<file path="src/rtl/mux8_1_rr.sv">
// 8:1 round-robin, packet-aware merge of eight valid/ready lanes onto one registered stream.
// out_sel tags each beat with its source lane so a downstream 1:8 demux can route it back.
module mux8_1_rr #(
  parameter int unsigned WIDTH = 1
) (
  input  logic                 clk,
  input  logic                 rst,
  input  logic [7:0]           in_valid,
  input  logic [8*WIDTH-1:0]   in_data,
  input  logic [7:0]           in_last,
  output logic [7:0]           in_ready,
  output logic                 out_valid,
  output logic [WIDTH-1:0]     out_data,
  output logic [2:0]           out_sel,
  output logic                 out_last,
  input  logic                 out_ready
);

  localparam int unsigned LANES = 8;
  localparam int unsigned SEL_W = 3;

  typedef enum logic {ARB, XFER} state_t;

  state_t             state;
  state_t             state_nxt;
  logic [SEL_W-1:0]   ptr;
  logic [SEL_W-1:0]   lock;
  logic [SEL_W-1:0]   grant;
  logic               found;
  logic [SEL_W-1:0]   src_idx;
  logic [WIDTH-1:0]   src_data;
  logic               accept;
  logic               load_en;

  assign load_en = ~out_valid | out_ready;

  // First valid lane searching from ptr upwards, modulo 8
  always_comb begin
    found = 1'b0;
    grant = '0;
    for (int k = 0; k < LANES; k++) begin
      logic [SEL_W-1:0] idx;
      idx = SEL_W'(ptr + SEL_W'(k));
      if (!found && in_valid[idx]) begin
        found = 1'b1;
        grant = idx;
      end
    end
  end

  // State register
  always_ff @(posedge clk or posedge rst) begin
    if (rst) state <= ARB;
    else     state <= state_nxt;
  end

  // Next-state logic
  always_comb begin
    state_nxt = state;
    case (state)
      ARB:  if (load_en && found && !in_last[grant]) state_nxt = XFER;
      XFER: if (load_en && in_valid[lock] && in_last[lock]) state_nxt = ARB;
      default: state_nxt = ARB;
    endcase
  end

  // Output decode: one-hot in_ready, gated off during reset and while the output is stalled
  always_comb begin
    in_ready = '0;
    if (!rst) begin
      case (state)
        ARB:     if (load_en && found) in_ready[grant] = 1'b1;
        XFER:    in_ready[lock] = load_en;
        default: in_ready = '0;
      endcase
    end
    src_idx = (state == XFER) ? lock : grant;
    accept  = |(in_valid & in_ready);
  end

  always_comb begin
    src_data = '0;
    for (int l = 0; l < LANES; l++) begin
      if (SEL_W'(l) == src_idx) src_data = in_data[l*WIDTH +: WIDTH];
    end
  end

  // Round-robin pointer and packet lock
  always_ff @(posedge clk or posedge rst) begin
    if (rst) begin
      ptr  <= '0;
      lock <= '0;
    end else if (state == ARB && accept) begin
      ptr <= SEL_W'(grant + SEL_W'(1));
      if (!in_last[grant]) lock <= grant;
    end
  end

  // Output register refills in the same cycle it drains
  always_ff @(posedge clk or posedge rst) begin
    if (rst) begin
      out_valid <= 1'b0;
      out_data  <= '0;
      out_sel   <= '0;
      out_last  <= 1'b0;
    end else if (load_en) begin
      out_valid <= accept;
      if (accept) begin
        out_data <= src_data;
        out_sel  <= src_idx;
        out_last <= in_last[src_idx];
      end
    end
  end

endmodule
</file>
<file path="config.mk">
export PLATFORM = sky130hd
export DESIGN_NAME = mux8_1_rr
export DESIGN_NICKNAME = d
export VERILOG_FILES = /design/src/rtl/mux8_1_rr.sv
export SDC_FILE = /design/constraint.sdc
export NUM_CORES = 1
export LEC_CHECK = 0
export BUFFER_PORTS_ARGS = -buffer_cell sky130_fd_sc_hd__buf_2
export CORE_MARGIN = 8
export CORE_UTILIZATION = 25
export CTS_CLUSTER_SIZE = 30
export DETAILED_ROUTE_END_ITERATION = 8
export PLACE_DENSITY = 0.48
export SKIP_CTS_REPAIR_TIMING = 1
export SYNTH_ARGS = -nofsm -noshare
export SYNTH_HDL_FRONTEND = slang
export SYNTH_SLANG_ARGS = --single-unit
</file>
<file path="constraint.sdc">
create_clock -name clk -period 3.85 [get_ports clk]
set_input_delay 0.385 -clock clk [delete_from_list [all_inputs] [get_ports clk]]
set_output_delay 0.385 -clock clk [all_outputs]
set_load 0.05 [all_outputs]
</file>
# After elaboration in Yosys (flattened, before gate mapping)
# Index checks and enable logic that the tools add are counted.
# totals
elab_cells,126
reg_bits,13
out_inout_bits,14
# op_classes
magnitude_cmp,13
eq_ne,7
reduce_logical,26
n_addsub,8
muxes,59
bitwise_logic,6
# op_table
op,n
"3-bit by 4-bit < comparator with 1-bit output, second input constant",11
1-bit binary-select mux with 3-bit select,12
1-bit 2-to-1 mux,32
3-bit 2-to-1 mux,9
8-bit bitwise AND,2
8-bit 2-to-1 mux,2
8-bit one-hot mux with 2 select lines,1
1-bit logical AND,14
"3-bit adder, second input constant",4
"3-bit equality test, first input constant",4
1-bit zero test,8
8-bit OR reduction,1
"3-bit by 1-bit adder with 3-bit output, second input constant",2
"3-bit by 2-bit adder with 3-bit output, second input constant",2
1-bit demux with 3-bit select,2
"2-bit by 3-bit equality test with 1-bit output, first input constant",2
"3-bit by 1-bit >= comparator with 1-bit output, second input constant",2
2-bit AND reduction,2
"1-bit by 3-bit equality test with 1-bit output, first input constant",1
3-bit zero test,1
1-bit NOT,3
1-bit one-hot mux with 2 select lines,1
1-bit OR,1

# Depth between registers and ports, before layout
# logic_depth
depth_word,35
depth_mapped,17

# Worst setup path after synthesis
# OpenSTA, ideal clock, no wires.
# synth_path
kind,register to output
startpoint,reg ptr[1]
endpoint,out in_ready[2]
arrival_time_ns,4.187
path_stages_with_launch,16
setup_slack_ns,-0.722
required_time_ns,3.465
cell_sequence,dfrtp_1 > buf_4 > buf_2 > inv_1 > ha_1 > buf_6 > mux4_1 > a21o_1 > a2bb2oi_1 > or3b_1 > o21ai_2 > o31a_2 > nor2_2 > nor3_1 > nand3_1 > a21oi_1
# synth_between
elab_chain_cells,31
word_cells_on_any_way,62
classes_between,add/sub (7); order compare (2); mux (37); reduce/logical (16)
# synth_rtl
item,line_no,rtl
from (decl),26,logic [SEL_W-1:0] ptr;
from (signal assigned),94,ptr <= SEL_W'(grant + SEL_W'(1));
"parallel branches: the longest is 28 deep, another holds 3-bit by 1-bit adder with 3-bit output",n/a,
8-bit 2-to-1 mux (*),72,ARB: if (load_en && found) in_ready[grant] = 1'b1;
8-bit one-hot mux with 2 select lines (*),71,case (state)
8-bit 2-to-1 mux (*),70,if (!rst) begin
to (decl),11,"output logic [7:0] in_ready,"
# Mark *: on every way between the ends. The select of a mux whose other input is x is not followed.

# Worst setup path in the final report
# layout_path
startpoint,reg ptr[0]
endpoint,out in_ready[0]
# Same word-level chain as after synthesis.

==> results.md <==
* Status: finished, violations left
* Violated checks: negative setup slack
* Clock sink count at 13
* Syn Area/Cell at 8.90 um^2
* Final WS setup at -43.9 ps
* Fin. max-slew vios at 0
* Vias post-DR at 2818
* Die span in y at around 120 um
* Compound-cell area share of the yosys netlist at 25.2%
* Top post-synthesis cells by area: mux4_2 15%, dfrtp_1 12%, mux2i_1 11%
* Post-synthesis sequential area ratio at between 10% and 20%
* Tmin final at 3890 ps
* Relative slew slack at between 40% and 50%
* Remaining antenna violation count after routing at 0
* Top cell type's share of synthesized area at 15.3%
* Pin count of the biggest net entering global routing at 27
* R2R Setup Slk at 40 ps
* Simple-gate portion of the synthesized area at 17.6%
* Num rows at 37
* Die Wd at 119 um
* Setup CP Type: reg -> out
* CTS clk-pin slew, worst paths at around 60 ps
* First-pass GRT wire length at 14900 um
* Hold Crit Class: in -> async
* Adder-Cell Fraction of Synth Area at 0.947%
* Max Cap Viol at 0
* Starting DRT DRC Count at 371
* Post-synth EDFFs at 0
* XOR/XNOR Fraction of Synth Area at 1.66%
* Vias in the first global route at 2864
* Gr usage total at about 13%
* DRT Pass-1 Iters at 5
* Layout cells sized above 1 at 52.5%
* Multiplexer area fraction after synthesis at 35.1%
* CTS Buf Count at 3
* Crit-path slowest cell: mux4_2
* Fillers at 1038
* Seq. cell area at approximately 330 um^2
* Final Instance Area at around 0.0039 mm^2
* RSZ-0062 raised after global routing: yes
* HPWL Detailed at approximately 7000 um
* Gpl congestion at 0.875
* Final #Nets at 407
* IO Pins at 41
* Final Cycle Share at 101%
* Die Footprint at approximately 0.014 mm^2
* Netlist cell types at 70
* Critical Path RT at 3460 ps
* Final hold violations at 0
* Skew-Pair Late Insertion Delay at 250 ps
* Ys async rst share at 100%
* Crit end category: output port
* Main combinational cell family by area after synthesis: multiplexers
* DR DRC count at 0
* Initial cell density of the core at 25.7%
* CP bufs+invs at 4
* Max Fclk at 257 MHz
* Routed wire length at about 9500 um
* Crit start category: flop
* Syn Inst Count at between 200 and 300
* WL per Instance at 18.6 um
* # H-tree levels at 1
* Core footprint at 0.0103 mm^2
* Clock Path Buffers at 2
* CTS tree: done
* Crit path cell chain: inv_2 > ha_4 > buf_12 > mux4_2 > a21o_1 > a2bb2oi_4 > or3b_1 > o21ai_2 > o31a_2 > nor2_4 > nor3_4 > buf_6 > a22oi_2 > nor2_4 > buf_8
* Area grow syn2layout at 45.8%
* Port buffer count at 40
* Primary FF master, synth: dfrtp_1
* Final Skew at 6.27 ps
* # diodes at 0
* Cell with the most instances after synthesis: mux2i_1
* Area of the multi-input gates at 0.00252 mm^2
* Most used cell, CP: nor2_4
* Crit-path max cell delay at 500 ps
* Top delay family on crit path: compound AO/OA/AOI/OAI gates
* Area after DPL at 0.00331 mm^2
* CP arrival at 3510 ps
* Least-Margin Pin Slew at just under 800 ps
* Top cells by count, synth: 29 x mux2i_1, 28 x nand2_1, 22 x nor2_1, 18 x mux4_2, 17 x nand3_1
* Largest area contributor in the netlist: mux4_2
* Vias per cell at 5.49
* Flops & latches, synth at 13
* Initial antenna violation count at 0
* Root Driver: clkbuf_8
* GRT overflow at 0
* Max FO, Critical Path at 5
* Final setup fails at 2
* Netlist Area Pre-Place at about 0.0026 mm^2
* Syn_nets at 326
* Synth warnings at 0
-- per-layer routing --
metal	vias to the layer above	GRT usage, %	part of all wire [%]
li1	1318	-	-
met1	1360	16.1	43
met2	120	22.3	50
met3	20	0.992	5.5
met4	0	3.79	2.1
met5	-	0	0
-- placed cells by master, fill, tap and decap left out, types with 6 or more instances in the layout --
cell type and n:
buf_4 57, buf_2 32, nand2_1 27, mux2i_1 24
mux4_2 19, nand3_1 16, dfrtp_1 13, nor2_4 11
nor2_1 10, o21ai_0 10, inv_1 8, buf_6 8
mux2_4 6, nor3_1 6
-- path summary, 6_finish.rpt --
check	from	end	cells after the start
setup / recovery	ptr[0]$_DFFE_PP0P_	in_ready[0]	15
hold / removal	rst	ptr[0]$_DFFE_PP0P_	2
setup reg to reg	ptr[0]$_DFFE_PP0P_	lock[2]$_DFFE_PP0P_	14
hold reg to reg	out_data$_DFFE_PP0P_	out_data$_DFFE_PP0P_	1
max in group asynchronous	rst	lock[2]$_DFFE_PP0P_	3
min in group clk	out_data$_DFFE_PP0P_	out_data$_DFFE_PP0P_	1
-- cell type report --
| class | instances | area share [%] |
|---|---|---|
| timing repair buffer | 101 | 19.4 |
| tap | 136 | 4.42 |
| inverter | 12 | 1.23 |
| sequential | 13 | 8.44 |
| multi-input combinational | 247 | 65.3 |
| clock buffer | 4 | 1.17 |
-- kinds of logic after synthesis --
family / Yosys count
buffers and inverters: 37
adder cells (fa/ha/maj): 2
multiplexers: 64
XOR/XNOR: 5
AND/OR/NAND/NOR: 97
flip-flops: 13
AO/OA/AOI/OAI: 79
-- through the flow --
stage	TNS [ps]	hold slack [ps]	std cells	util [%]	worst slack (ps)
2_1_floorplan	-141	573	297	-	-70.6
3_5_place_dp	-217	476	491	32.2	-86.2
3_3_place_gp	-334	474	491	32.2	-121
5_1_grt	-839	329	513	37.5	-148
6_report	-52.2	298	513	37.5	-43.9
4_1_cts	-1920	299	495	32.7	-261
-- sequential cells by signal (all words and copies together), names as in the netlist --
register   cells
out_last       1
out_valid      1
out_sel        3
lock           3
ptr            3
out_data       1
state          1
Power is not shown: default switching activity piles up to over one toggle a cycle in this logic, so the estimate is an artifact.
